<file path="config.mk">
export PLATFORM = sky130hd
export DESIGN_NAME = mem_arbiter
export DESIGN_NICKNAME = d
export VERILOG_FILES = /design/src/rtl/mem_arbiter.sv
export SDC_FILE = /design/constraint.sdc
export NUM_CORES = 1
export LEC_CHECK = 0
export BUFFER_PORTS_ARGS = -buffer_cell sky130_fd_sc_hd__buf_2
export CAP_MARGIN = 20
export CORE_MARGIN = 10
export CORE_UTILIZATION = 49
export DETAILED_ROUTE_END_ITERATION = 7
export MAX_ROUTING_LAYER = met4
export PLACE_DENSITY = 0.81
export SYNTH_ARGS = -nofsm -noshare
export SYNTH_HDL_FRONTEND = slang
export SYNTH_SLANG_ARGS = --single-unit
</file>
<file path="constraint.sdc">
create_clock -name clk_i -period 2.2 [get_ports clk_i]
set_clock_uncertainty 0.1 [all_clocks]
set_input_delay 0.55 -clock clk_i [delete_from_list [all_inputs] [get_ports clk_i]]
set_output_delay 0.55 -clock clk_i [all_outputs]
set_load 0.02 [all_outputs]
</file>
<file path="src/rtl/mem_arbiter.sv">
// mem_arbiter: shares one single-port memory bus between the instruction-fetch
// port and the data port. One transaction is outstanding at a time
// (IDLE -> REQ -> RESP). If the bus stalls, a timeout returns an error response.
// Build option MEM_ARB_RR_EN: round-robin arbitration between the two ports.
// Without it, the data port has fixed priority.
module mem_arbiter #(
    parameter int ADDR_W         = 32,
    parameter int DATA_W         = 32,
    parameter int TIMEOUT_CYCLES = 255
) (
    input  logic                clk_i,
    input  logic                rst_n_i,
    input  logic                instr_req_i,
    input  logic [ADDR_W-1:0]   instr_addr_i,
    output logic                instr_gnt_o,
    output logic                instr_rvalid_o,
    output logic [DATA_W-1:0]   instr_rdata_o,
    output logic                instr_err_o,
    input  logic                data_req_i,
    input  logic [ADDR_W-1:0]   data_addr_i,
    input  logic                data_we_i,
    input  logic [DATA_W/8-1:0] data_be_i,
    input  logic [DATA_W-1:0]   data_wdata_i,
    output logic                data_gnt_o,
    output logic                data_rvalid_o,
    output logic [DATA_W-1:0]   data_rdata_o,
    output logic                data_err_o,
    output logic                bus_req_o,
    output logic [ADDR_W-1:0]   bus_addr_o,
    output logic                bus_we_o,
    output logic [DATA_W/8-1:0] bus_be_o,
    output logic [DATA_W-1:0]   bus_wdata_o,
    input  logic                bus_gnt_i,
    input  logic                bus_rvalid_i,
    input  logic [DATA_W-1:0]   bus_rdata_i,
    output logic                busy_o
);
    localparam int               CNT_W  = (TIMEOUT_CYCLES > 0) ? $clog2(TIMEOUT_CYCLES + 1) : 1;
    localparam logic [CNT_W-1:0] TO_VAL = CNT_W'(TIMEOUT_CYCLES);
    localparam bit               TO_EN  = (TIMEOUT_CYCLES != 0);

    typedef enum logic [1:0] {S_IDLE, S_REQ, S_RESP} state_t;
    typedef enum logic       {OWN_INSTR, OWN_DATA}   owner_t;

    state_t              r_state, w_state_nxt;
    owner_t              r_owner, w_winner;
    logic [CNT_W-1:0]    r_cnt;
    logic                r_bus_req, r_bus_we;
    logic [ADDR_W-1:0]   r_bus_addr;
    logic [DATA_W/8-1:0] r_bus_be;
    logic [DATA_W-1:0]   r_bus_wdata;
    logic                r_instr_rvalid, r_instr_err, r_data_rvalid, r_data_err;
    logic [DATA_W-1:0]   r_instr_rdata, r_data_rdata;
    logic                w_grant, w_timeout, w_resp_ok;

    // Gated by reset so the combinational grant pulses stay low while reset is asserted
    assign w_grant   = rst_n_i && (r_state == S_IDLE) && (instr_req_i || data_req_i);
    assign w_timeout = TO_EN && (r_state != S_IDLE) && (r_cnt == TO_VAL);
    assign w_resp_ok = (r_state == S_RESP) && bus_rvalid_i;

`ifdef MEM_ARB_RR_EN
    owner_t r_last_winner;

    // Remember the most recent grant so that contention alternates between the ports
    always_ff @(posedge clk_i or negedge rst_n_i) begin
        if (!rst_n_i)     r_last_winner <= OWN_INSTR;
        else if (w_grant) r_last_winner <= w_winner;
    end

    // Contention goes to the port that did not win last; a lone requester always wins
    always_comb begin
        w_winner = OWN_INSTR;
        if (instr_req_i && data_req_i)
            w_winner = (r_last_winner == OWN_INSTR) ? OWN_DATA : OWN_INSTR;
        else if (data_req_i)
            w_winner = OWN_DATA;
    end
`else
    // Fixed priority: data beats instruction fetch
    always_comb begin
        w_winner = data_req_i ? OWN_DATA : OWN_INSTR;
    end
`endif

    // State register
    always_ff @(posedge clk_i or negedge rst_n_i) begin
        if (!rst_n_i) r_state <= S_IDLE;
        else          r_state <= w_state_nxt;
    end

    // Next-state logic; a valid response takes precedence over a same-cycle timeout
    always_comb begin
        w_state_nxt = r_state;
        case (r_state)
            S_IDLE: if (w_grant) w_state_nxt = S_REQ;
            S_REQ: begin
                if (w_timeout)      w_state_nxt = S_IDLE;
                else if (bus_gnt_i) w_state_nxt = S_RESP;
            end
            S_RESP: if (w_resp_ok || w_timeout) w_state_nxt = S_IDLE;
            default: w_state_nxt = S_IDLE;
        endcase
    end

    // Capture the winning request onto the bus and run the timeout counter
    always_ff @(posedge clk_i or negedge rst_n_i) begin
        if (!rst_n_i) begin
            r_owner     <= OWN_INSTR;
            r_cnt       <= '0;
            r_bus_req   <= 1'b0;
            r_bus_addr  <= '0;
            r_bus_we    <= 1'b0;
            r_bus_be    <= '0;
            r_bus_wdata <= '0;
        end else begin
            if (w_grant) begin
                r_owner   <= w_winner;
                r_cnt     <= '0;
                r_bus_req <= 1'b1;
                if (w_winner == OWN_DATA) begin
                    r_bus_addr  <= data_addr_i;
                    r_bus_we    <= data_we_i;
                    r_bus_be    <= data_be_i;
                    r_bus_wdata <= data_wdata_i;
                end else begin
                    r_bus_addr  <= instr_addr_i;
                    r_bus_we    <= 1'b0;
                    r_bus_be    <= '1;
                    r_bus_wdata <= '0;
                end
            end else begin
                if (r_state != S_IDLE) r_cnt <= r_cnt + CNT_W'(1);
                if (w_timeout || ((r_state == S_REQ) && bus_gnt_i)) r_bus_req <= 1'b0;
            end
        end
    end

    // Route the response (or the timeout error) back to the owner as a one-cycle pulse
    always_ff @(posedge clk_i or negedge rst_n_i) begin
        if (!rst_n_i) begin
            r_instr_rvalid <= 1'b0;
            r_instr_err    <= 1'b0;
            r_instr_rdata  <= '0;
            r_data_rvalid  <= 1'b0;
            r_data_err     <= 1'b0;
            r_data_rdata   <= '0;
        end else begin
            r_instr_rvalid <= 1'b0;
            r_instr_err    <= 1'b0;
            r_data_rvalid  <= 1'b0;
            r_data_err     <= 1'b0;
            if (w_resp_ok || w_timeout) begin
                if (r_owner == OWN_DATA) begin
                    r_data_rvalid <= 1'b1;
                    r_data_err    <= !w_resp_ok;
                    r_data_rdata  <= w_resp_ok ? bus_rdata_i : '0;
                end else begin
                    r_instr_rvalid <= 1'b1;
                    r_instr_err    <= !w_resp_ok;
                    r_instr_rdata  <= w_resp_ok ? bus_rdata_i : '0;
                end
            end
        end
    end

    assign instr_gnt_o    = w_grant && (w_winner == OWN_INSTR);
    assign data_gnt_o     = w_grant && (w_winner == OWN_DATA);
    assign instr_rvalid_o = r_instr_rvalid;
    assign instr_err_o    = r_instr_err;
    assign instr_rdata_o  = r_instr_rdata;
    assign data_rvalid_o  = r_data_rvalid;
    assign data_err_o     = r_data_err;
    assign data_rdata_o   = r_data_rdata;
    assign bus_req_o      = r_bus_req;
    assign bus_addr_o     = r_bus_addr;
    assign bus_we_o       = r_bus_we;
    assign bus_be_o       = r_bus_be;
    assign bus_wdata_o    = r_bus_wdata;
    assign busy_o         = (r_state != S_IDLE);

endmodule

</file>
==> qor.log, run 1 <==
qor: global_routing.grt_antenna_before_repair 1
qor: pwr.highest_ir_drop_seen_on_vdd 0.6998 mV
qor: run.drv_cap 0
qor: logic_synthesis.synth_edf_count 0
qor: logic_synthesis.yosys_warnings 0
qor: timing.final-setup-viol-count 0
qor: logic_synthesis.syn_inst 703
qor: pwr.power_density 1444 nW/um2
qor: final_layout.finish.utilization 65.23%
qor: setup_path.path_class register to output port
qor: timing.setup_total_negative_slack 0 ns
qor: pwr.power.static_leakage 0.004429 uW
qor: setup_path.critical_path.most_common_cell sky130_fd_sc_hd__buf_4
qor: place.routabilityCongestion 0.8296
qor: setup_path.critical_path.startpoint r_state[1]
qor: final_layout.post_route_cells_drive_above_1_share 36.88%
qor: setup_path.worst_ep_required_time 1.55 ns
qor: cts.number_of_buffers_between_clock_root_and_the_deepest_sink 2
qor: logic_synthesis.synth_cell_type_count 41
qor: detailed_routing.route.vias.total 6335
qor: timing.max_slew_margin 49.46%
qor: detailed_routing.drt-initial-drc-count 521
qor: setup_path.worst_ep_arrival_time 1.49 ns
qor: detailed_routing.detailedRoute.firstPassIterationCount 5
qor: logic_synthesis.synthArstFlopShare 100.0%
qor: place.hpwl 15240 um
qor: setup_path.worst_stage_delay_on_the_critical_path 0.44 ns
qor: setup_path.startpoint_type register
qor: timing.hold_viol_final 0
qor: cts.postCtsHoldBufs 0
qor: cts.clock_tree_from_tritoncts yes
qor: cts.clkLatencyLatePin 0.41 ns
qor: logic_synthesis.synth.ff_latch_count 149
qor: floorplanning.core 13830 um2
qor: floorplanning.floorplan.die_area 19230 um2
qor: setup_path.critPathMaxFanout 4
qor: final_layout.fillers 1137
qor: setup_path.rr_startpoint r_cnt[0]
qor: logic_synthesis.ys.flop_type sky130_fd_sc_hd__dfrtp_1
qor: floorplanning.initial_core_util 49.92%
qor: timing.worstMarginPinSlew 0.7582 ns
qor: detailed_routing.wl_per_cell 18.61 um
qor: cts.h_tree_lvls 4
qor: logic_synthesis.mappedNetlistNets 843
qor: cts.clock_sink_count 149
qor: setup_path.end_kind output port
qor: setup_path.worst_path_dominant_cell_family flip-flops
qor: setup_path.cp_num_buf_inv 2
qor: place.io_buffers 279
qor: global_routing.vias_in_the_first_global_route 6517
qor: floorplanning.io_pins 280
qor: global_routing.globalRouteTotalUtil 21.86%
qor: setup_path.crit_path_top_delay_cell sky130_fd_sc_hd__dfrtp_2
qor: detailed_routing.drt-vias-per-instance 5.513
qor: setup_path.critical_path.cell_chain nor2_8 -> buf_4 -> and3_1 -> buf_4
qor: floorplanning.placement_rows 43
qor: detailed_routing.ant_nets 0
qor: cts.cts_buffers 17
qor: timing.max_clock_freq 467.8 MHz
qor: floorplanning.die_width 138.7 um
qor: detailed_routing.drcViolationCount 0
qor: floorplanning.die-height 138.7 um
qor: timing.fin_crit 2.138 ns
qor: logic_synthesis.synth-seq-area-share 54.01%
qor: timing.pins_over_their_slew_limit 0
qor: timing.timing.final.crit_share 97.17%
qor: logic_synthesis.postSynthAreaPerCell 9.819 um2
qor: global_routing.grt_start_max_net_pins 74
qor: cts.ctsRootBufferMaster sky130_fd_sc_hd__clkbuf_16
qor: detailed_routing.postRouteWirelength 21380 um
qor: worst_hold_path.min_path_type input pin to async pin
qor: outcome.status finished clean
qor: final_layout.net_total_in_the_final_layout 1098
qor: cts.worst_setup_hold_path_clk_slew 0.06 ns
qor: logic_synthesis.syn-cell-area 6903 um2
qor: global_routing.grt_overflow 0
qor: global_routing.grt_first_pass_wirelength 33750 um
qor: final_layout.syn_to_final_growth 30.67%
==> what timing repair did <==
action                     CTS  global route
pin swaps                    3             2
setup buffers                3             0
setup endpoints to repair    2             2
gates resized for setup      7             6
==> power by group <==
| part | leakage (uW) | switching (uW) | internal [uW] |
|---|---|---|---|
| Clock | 0.000295 | 1050 | 1920 |
| Sequential | 0.00167 | 709 | 3800 |
| Combinational | 0.00246 | 3540 | 2000 |
| Total | 0.00443 | 5300 | 7720 |
==> metal layers <==
layer  vias to the layer above  track usage [%]  part of all wire [%]
li1                       2980                -                     -
met1                      3028            26.55                    41
met2                       295            33.23                    48
met3                        32            7.226                   8.8
met4                         0            8.457                   1.9
met5                         -                -                     0
==> cell usage in the layout, fill, tap and decap left out, drive strengths merged, types with 2 or more instances in the layout <==
cell,count
buf,300
o21ai,207
dfrtp,149
nand2,105
nor2b,37
a21oi,37
mux2i,34
a22oi,32
clkbuf,25
nor2,5
nand3,4
nand3b,3
a31oi,3
bufinv,3
and3,3
inv,3
or3,2
==> Yosys cell counts (2+ instances only) <==
master | number | share of area [%]
sky130_fd_sc_hd__dfrtp_1 | 149 | 54
sky130_fd_sc_hd__o21ai_0 | 119 | 8.6
sky130_fd_sc_hd__nand2_1 | 105 | 5.7
sky130_fd_sc_hd__o21ai_1 | 69 | 5.0
sky130_fd_sc_hd__nor2b_1 | 37 | 3.4
sky130_fd_sc_hd__a21oi_1 | 36 | 2.6
sky130_fd_sc_hd__mux2i_1 | 34 | 4.9
sky130_fd_sc_hd__a22oi_1 | 32 | 3.5
sky130_fd_sc_hd__clkbuf_1 | 31 | 1.7
sky130_fd_sc_hd__o21ai_2 | 19 | 2.4
sky130_fd_sc_hd__buf_2 | 15 | 1.1
sky130_fd_sc_hd__buf_6 | 11 | 1.8
sky130_fd_sc_hd__clkbuf_2 | 4 | 0.29
sky130_fd_sc_hd__nand3_1 | 4 | 0.29
sky130_fd_sc_hd__nor2_1 | 4 | 0.22
sky130_fd_sc_hd__a31oi_1 | 3 | 0.27
sky130_fd_sc_hd__nand3b_1 | 3 | 0.33
sky130_fd_sc_hd__and3_1 | 2 | 0.18
sky130_fd_sc_hd__buf_12 | 2 | 0.58
sky130_fd_sc_hd__inv_1 | 2 | 0.11
sky130_fd_sc_hd__or3_1 | 2 | 0.18
==> sequential cells by signal, indices dropped and copies added (netlist names) <==
register and flops:
data_err_o 1, instr_rvalid_o 1, r_owner 1, bus_we_o 1, instr_err_o 1, instr_rdata_o 32, data_rdata_o 32, bus_addr_o 32
data_rvalid_o 1, bus_req_o 1, bus_be_o 4, bus_wdata_o 32, r_state 2, r_cnt 8
==> stage by stage <==
| step | hold WS (ns) | area (um2) | setup slack [ns] | total power, uW | std cells |
|---|---|---|---|---|---|
| floorplan | 0.1544 | 6903 | 0.01604 | 8110 | 703 |
| global placement | 0.3905 | 8358 | 0.1738 | 9835 | 1116 |
| detailed placement | 0.3990 | 8358 | 0.1753 | 10020 | 1116 |
| CTS | 0.1997 | 9002 | 0.01378 | 13130 | 1148 |
| global route | 0.2363 | 9020 | -0.002695 | 13860 | 1149 |
| finish | 0.2054 | 9020 | 0.06217 | 13020 | 1149 |
==> cell type report <==
class,count,area [um2],area share [%]
Clock buffer,25,505.5,5.604
Multi-Input combinational cell,487,2801,31.06
Inverter,3,13.76,0.1526
Timing Repair Buffer,300,1644,18.23
Clock inverter,4,95.09,1.054
Sequential cell,149,3732,41.38
Antenna cell,1,2.502,0.02774
Tap cell,180,225.2,2.497
==> worst paths after layout <==
path,endpoint,slack (ns),depth (start not counted)
worst min register to register,bus_addr_o[17],0.41,2
worst max register to register,data_rdata_o[8],0.34,5
worst max-delay path,data_gnt_o,0.06,4
worst min-delay path,r_cnt[6],0.21,2
max in group asynchronous,instr_rdata_o[28],0.83,3
min in group clk_i,r_state[0],0.25,2
==> cells by family after synthesis <==
| group | count (synthesis) | synth area share [%] |
|---|---|---|
| AOI/OAI and AO/OA | 285 | 23.49 |
| DFF | 149 | 54.01 |
| and+or+nand+nor | 166 | 11.55 |
| buffers and inverters | 67 | 5.710 |
| adders and majority gates | 1 | 0.1812 |
| muxes | 34 | 4.930 |
| xor gates and xnor gates | 1 | 0.1269 |
==> worst reg2reg max path: stages, from the launching register on <==
cell and delay [ns]:
sky130_fd_sc_hd__dfrtp_1 0.39, sky130_fd_sc_hd__ha_1 0.26, sky130_fd_sc_hd__o211a_4 0.20, sky130_fd_sc_hd__and3_4 0.42, sky130_fd_sc_hd__buf_12 0.21, sky130_fd_sc_hd__o21ai_0 0.13
(Power assumes the default switching activity.)
==> inputs of run 2 (changes only) <==
- PLACE_DENSITY: 0.81 -> 0.88
==> qor.log, run 2 (synthesis gave the netlist of run 1 again) <==
qor: floorplanning.placement_rows 43 [unchanged]
qor: timing.fin_crit 2.175 ns [+0.03673 ns]
qor: pwr.power_density 1447 nW/um2 [+0.23%]
qor: detailed_routing.drcViolationCount 0 [unchanged]
qor: run.drv_cap 0 [unchanged]
qor: cts.ctsRootBufferMaster sky130_fd_sc_hd__clkbuf_16
qor: cts.clock_tree_from_tritoncts yes
qor: timing.max_clock_freq 459.9 MHz [-1.7%]
qor: place.io_buffers 279 [unchanged]
qor: final_layout.net_total_in_the_final_layout 1096 [-0.18%]
qor: place.hpwl 15350 um [+0.74%]
qor: global_routing.globalRouteTotalUtil 22.44% [+0.57 points]
qor: floorplanning.initial_core_util 49.92% [unchanged]
qor: cts.clock_sink_count 149 [unchanged]
qor: pwr.highest_ir_drop_seen_on_vdd 0.6946 mV [-0.73%]
qor: detailed_routing.drt-vias-per-instance 5.547 [+0.60%]
qor: timing.max_slew_margin 54.94% [+5.5 points]
qor: floorplanning.core 13830 um2 [unchanged]
qor: floorplanning.die_width 138.7 um [unchanged]
qor: setup_path.cp_num_buf_inv 2 [unchanged]
qor: detailed_routing.ant_nets 0 [unchanged]
qor: final_layout.top_library_cells_by_usage_in_the_layout_fill_and_taps_aside sky130_fd_sc_hd__buf_2 (276), sky130_fd_sc_hd__dfrtp_1 (146), sky130_fd_sc_hd__o21ai_0 (119)
qor: global_routing.grt_first_pass_wirelength 34620 um [+2.6%]
qor: final_layout.most_common_cell_after_layout_fill_and_taps_aside sky130_fd_sc_hd__buf_2
qor: detailed_routing.postRouteWirelength 21740 um [+1.7%]
qor: detailed_routing.wl_per_cell 18.83 um [+1.2%]
qor: setup_path.startpoint_type register
qor: pwr.power.static_leakage 0.004413 uW [-0.36%]
qor: pwr.report.power.total 13080 uW [+0.41%]
qor: timing.hold_viol_final 0 [unchanged]
qor: cts.worst_setup_hold_path_clk_slew 0.06 ns [about the same]
qor: global_routing.grt_antenna_before_repair 5 [+4]
qor: setup_path.path_class register to output port
qor: timing.timing.final.crit_share 98.84% [+1.7 points]
qor: setup_path.crit_path_top_delay_cell sky130_fd_sc_hd__dfrtp_2
qor: outcome.status finished clean
qor: final_layout.finish.utilization 65.35% [+0.12 points]
qor: setup_path.worst_ep_required_time 1.55 ns [about the same]
qor: setup_path.worst_stage_delay_on_the_critical_path 0.44 ns [about the same]
qor: final_layout.syn_to_final_growth 30.90%
qor: cts.h_tree_lvls 4 [unchanged]
qor: global_routing.grt_overflow 0 [unchanged]
qor: cts.cts_buffers 17 [unchanged]
qor: setup_path.worst_ep_arrival_time 1.52 ns [+0.03 ns]
qor: final_layout.post_route_cells_drive_above_1_share 36.95% [+0.065 points]
qor: floorplanning.io_pins 280 [unchanged]
qor: global_routing.grt_start_max_net_pins 74 [unchanged]
qor: cts.clkLatencyLatePin 0.41 ns [about the same]
qor: floorplanning.die-height 138.7 um [unchanged]
qor: timing.grt_setup_unrepaired yes
qor: setup_path.critPathMaxFanout 3 [-1]
qor: setup_path.end_kind output port
qor: worst_hold_path.min_path_type input pin to async pin
qor: timing.pins_over_their_slew_limit 0 [unchanged]
qor: place.routabilityCongestion 0.8434 [+1.7%]
qor: timing.worstMarginPinSlew 0.6759 ns [-0.08228 ns]
qor: detailed_routing.route.vias.total 6401 [+1.0%]
qor: setup_path.critical_path.cell_chain nor2_8 -> inv_4 -> or2_4 -> nor2_4 -> buf_6
qor: setup_path.worst_path_dominant_cell_family simple AND/OR/NAND/NOR gates
qor: timing.final-setup-viol-count 0 [unchanged]
qor: floorplanning.floorplan.die_area 19230 um2 [unchanged]
qor: global_routing.vias_in_the_first_global_route 6561 [+0.68%]
qor: detailed_routing.drt-initial-drc-count 427 [-18%]
qor: cts.number_of_buffers_between_clock_root_and_the_deepest_sink 2 [unchanged]
qor: detailed_routing.detailedRoute.firstPassIterationCount 5 [unchanged]
==> run 2: cell count changes in the layout (fill, tap and decap cells not counted) <==
| cell | previous run | this run |
|---|---|---|
| sky130_fd_sc_hd__buf_4 | 16 | 11 |
| sky130_fd_sc_hd__clkinvlp_4 | 0 | 4 |
| sky130_fd_sc_hd__diode_2 | 1 | 5 |
| sky130_fd_sc_hd__clkbuf_8 | 5 | 2 |
| sky130_fd_sc_hd__inv_6 | 0 | 2 |
| sky130_fd_sc_hd__buf_6 | 2 | 3 |
| sky130_fd_sc_hd__buf_8 | 0 | 1 |
| sky130_fd_sc_hd__clkbuf_1 | 3 | 2 |
| sky130_fd_sc_hd__clkinv_2 | 1 | 2 |
| sky130_fd_sc_hd__dlygate4sd3_1 | 0 | 1 |
==> run 2: worst paths after layout <==
| path | cells past startpoint | slack, ns | start | to |
|---|---|---|---|---|
| hold reg to reg | 1 | 0.41 | r_cnt[0] | r_cnt[0] |
| hold / removal | 2 | 0.17 | rst_n_i | bus_wdata_o[12] |
| max in group asynchronous | 2 | 1.29 | rst_n_i | r_owner |
| setup reg to reg | 5 | 0.48 | r_cnt[0] | data_rdata_o[29] |
| setup / recovery | 5 | 0.03 | r_state[1] | instr_gnt_o |
| min in group clk_i | 2 | 0.24 | bus_gnt_i | r_state[0] |
==> run 2: layout make-up <==
cell class	count	area, um2
Timing Repair Buffer	298	1643
Multi-Input combinational cell	487	2801
Inverter	3	13.76
Antenna cell	5	12.51
Fill cell	1123	4791
Clock buffer	21	460.4
Clock inverter	11	147.6
Sequential cell	149	3732
Tap cell	180	225.2
==> run 2: timing repair <==
action	in CTS	in global routing
gates resized for setup	8	6
pin swaps	3	3
buffers inserted	1	1
endpoints found under the hold margin	2	0
hold buffers	1	0
setup endpoints to repair	2	3
gates cloned	0	0
==> run 2: power breakdown <==
| part | switching, uW | total (uW) | internal, uW |
|---|---|---|---|
| registers | 706 | 4500 | 3800 |
| logic | 3580 | 5580 | 2010 |
| clock network | 1140 | 2990 | 1850 |
==> run 2: metrics by stage <==
step                 TNS, ns  instances  instance area, um2  setup WS (ns)  hold WS, ns
floorplan                  0        703                6903        0.01604       0.1544
global placement           0       1114                8356         0.1354       0.2504
detailed placement         0       1114                8356         0.1111       0.2525
CTS                 -0.01919       1148                9004       -0.01919       0.1717
global route        -0.03547       1154                9036       -0.03547       0.2062
finish                     0       1154                9036        0.02544       0.1741
==> run 2: routing by layer <==
metal  global-route usage, %  vias up  part of all wire, %
li1                        -     2977                    -
met1                   26.84     3069                   40
met2                   34.29      319                   48
met3                   8.562       36                  9.9
met4                   7.468        0                  2.2
met5                       -        -                    0
==> inputs of run 3 (changes only) <==
- MAX_ROUTING_LAYER: met4 -> default
==> qor.log, run 3 (synthesis gave the netlist of run 1 again) <==
qor: outcome.status finished clean
qor: global_routing.vias_in_the_first_global_route 6547 [-0.21%]
qor: final_layout.post_route_cells_drive_above_1_share 36.95% [unchanged]
qor: timing.worstMarginPinSlew 0.6571 ns [-0.01873 ns]
qor: final_layout.most_common_cell_after_layout_fill_and_taps_aside sky130_fd_sc_hd__buf_2
qor: floorplanning.placement_rows 43 [unchanged]
qor: detailed_routing.wl_met2 10430 um [-0.39%]
qor: timing.max_clock_freq 459.7 MHz [about the same]
qor: timing.grt_setup_unrepaired yes
qor: timing.fin_crit 2.175 ns [+0.0006717 ns]
qor: global_routing.grt_first_pass_wirelength 34680 um [+0.18%]
qor: detailed_routing.detail_route.wirelength.met1 8434 um [-2.3%]
qor: detailed_routing.route.vias.total 6336 [-1.0%]
qor: detailed_routing.ant_nets 0 [unchanged]
qor: cts.clock_tree_from_tritoncts yes
qor: pwr.highest_ir_drop_seen_on_vdd 0.6965 mV [+0.27%]
qor: cts.number_of_buffers_between_clock_root_and_the_deepest_sink 2 [unchanged]
qor: detailed_routing.drt-vias-per-instance 5.505 [-0.76%]
qor: timing.hold_viol_final 0 [unchanged]
qor: pwr.pwr-share-comb 42.7% [about the same]
qor: place.io_buffers 279 [unchanged]
qor: detailed_routing.detailroute.wirelength.met3 2297 um [+6.7%]
qor: setup_path.worst_stage_delay_on_the_critical_path 0.44 ns [about the same]
qor: setup_path.worst_path_dominant_cell_family simple AND/OR/NAND/NOR gates
qor: floorplanning.core 13830 um2 [unchanged]
qor: final_layout.syn_to_final_growth 30.80% [about the same]
qor: floorplanning.io_pins 280 [unchanged]
qor: cts.worst_setup_hold_path_clk_slew 0.06 ns [about the same]
qor: final_layout.top_library_cells_by_usage_in_the_layout_fill_and_taps_aside sky130_fd_sc_hd__buf_2 (276), sky130_fd_sc_hd__dfrtp_1 (146), sky130_fd_sc_hd__o21ai_0 (119)
qor: timing.final-setup-viol-count 0 [unchanged]
qor: cts.cts_buffers 17 [unchanged]
qor: global_routing.grt_antenna_before_repair 5 [unchanged]
qor: floorplanning.floorplan.die_area 19230 um2 [unchanged]
qor: detailed_routing.top_layer_used met5
qor: global_routing.globalRouteTotalUtil 21.82% [-0.61 points]
qor: final_layout.net_total_in_the_final_layout 1096 [unchanged]
qor: pwr.power.switching_fraction 41.40% [-0.055 points]
qor: floorplanning.die_width 138.7 um [unchanged]
qor: place.numPlacedInstances 1114 [unchanged]
qor: floorplanning.die-height 138.7 um [unchanged]
qor: place.hpwl 15350 um [unchanged]
qor: setup_path.critical_path.cell_chain nor2_8 -> inv_4 -> or2_4 -> nor2_4 -> buf_6
qor: timing.pins_over_their_slew_limit 0 [unchanged]
qor: pwr.power.static_leakage 0.004413 uW [about the same]
qor: detailed_routing.drcViolationCount 0 [unchanged]
qor: pwr.power_density 1447 nW/um2 [about the same]
qor: setup_path.crit_path_top_delay_cell sky130_fd_sc_hd__dfrtp_2
qor: cts.clock_sink_count 149 [unchanged]
qor: detailed_routing.wl_per_cell 18.79 um [-0.25%]
qor: final_layout.multi_input_comb_area 2801 um2 [unchanged]
qor: setup_path.path_class register to output port
qor: timing.timing.final.crit_share 98.87% [about the same]
qor: pwr.clock_power_share 22.8% [about the same]
qor: run.drv_cap 0 [unchanged]
qor: cts.h_tree_lvls 4 [unchanged]
qor: setup_path.cp_num_buf_inv 2 [unchanged]
qor: detailed_routing.detailedRoute.firstPassIterationCount 5 [unchanged]
qor: final_layout.seq_area 3732 um2 [unchanged]
qor: cts.clkLatencyLatePin 0.41 ns [about the same]
qor: setup_path.end_kind output port
qor: place.routabilityCongestion 0.8336 [-1.2%]
qor: setup_path.critPathMaxFanout 3 [unchanged]
qor: final_layout.fillers 1121 [-0.18%]
qor: floorplanning.initial_core_util 49.92% [unchanged]
qor: detailed_routing.postRouteWirelength 21630 um [-0.51%]
qor: timing.max_slew_margin 56.19% [+1.2 points]
qor: final_layout.instances_no_fill 1151 [-0.26%]
qor: cts.ctsRootBufferMaster sky130_fd_sc_hd__clkbuf_16
qor: worst_hold_path.min_path_type input pin to async pin
qor: detailed_routing.drt-initial-drc-count 459 [+7.5%]
qor: setup_path.worst_ep_arrival_time 1.53 ns [about the same]
qor: pwr.internal_power 7655 uW [about the same]
qor: pwr.seqPwrFrac 34.5% [about the same]
qor: global_routing.grt_overflow 0 [unchanged]
qor: pwr.power_switching 5408 uW [-0.23%]
qor: final_layout.finish.utilization 65.30% [about the same]
qor: setup_path.worst_ep_required_time 1.55 ns [about the same]
qor: setup_path.startpoint_type register
qor: global_routing.grt_start_max_net_pins 74 [unchanged]
run 3: cell count changes in the layout (fill, tap and decap cells not counted), sizes merged:
cell	previous run	this run
diode	5	2
run 3: worst paths after layout:
| path | from | to | slack, ns | cells after the start |
|---|---|---|---|---|
| worst max-delay path | r_state[1] | instr_gnt_o | 0.02 | 5 |
| worst max register to register | r_cnt[0] | data_rdata_o[29] | 0.48 | 5 |
| min in group clk_i | bus_gnt_i | r_state[0] | 0.24 | 2 |
| worst min register to register | r_cnt[0] | r_cnt[0] | 0.41 | 1 |
| worst min-delay path | rst_n_i | bus_req_o | 0.17 | 2 |
| max in group asynchronous | rst_n_i | r_owner | 1.32 | 2 |
run 3: what timing repair did:
action                                  CTS  global route
hold buffers                              1             0
gates cloned                              0             0
resized for setup                         8             6
endpoints found under the hold margin     2             0
setup buffers                             1             1
endpoints found under the setup margin    2             3
pin swaps                                 3             3
run 3: power by group through the flow:
stage	sequential [uW]	clock, uW	combinational [uW]
after floorplan	5630	0	2480
after global placement	4440	0	5400
after detailed placement	4500	0	5570
after CTS	4490	3040	5620
after global routing	4640	3170	6140
final	4500	2980	5580
run 3: cell type report:
| cell class | count | area share, % |
|---|---|---|
| flip-flops and latches | 149 | 41.34 |
| multi-input cells | 487 | 31.03 |
| repair buffers | 298 | 18.20 |
| clock buffers | 21 | 5.100 |
| well taps | 180 | 2.494 |
| clock inverters | 11 | 1.635 |
| inverters | 3 | 0.1524 |
| diodes | 2 | 0.05543 |
run 3: per-stage QoR:
stage | cell area (um2) | worst slack, ns | setup TNS (ns) | hold slack (ns) | total power (uW)
6_report | 9029 | 0.02477 | 0 | 0.1690 | 13060
5_1_grt | 9029 | -0.03687 | -0.03687 | 0.2040 | 13960
4_1_cts | 9004 | -0.01919 | -0.01919 | 0.1717 | 13150
3_5_place_dp | 8356 | 0.1111 | 0 | 0.2525 | 10070
3_3_place_gp | 8356 | 0.1354 | 0 | 0.2504 | 9840
2_1_floorplan | 6903 | 0.01604 | 0 | 0.1544 | 8110
run 3: routing by layer:
metal / GRT usage, % / vias up
met5: 0 / -
met4: 7.468 / 6
met2: 34.16 / 305
met1: 26.07 / 3020
met3: 10.00 / 34
li1: - / 2971
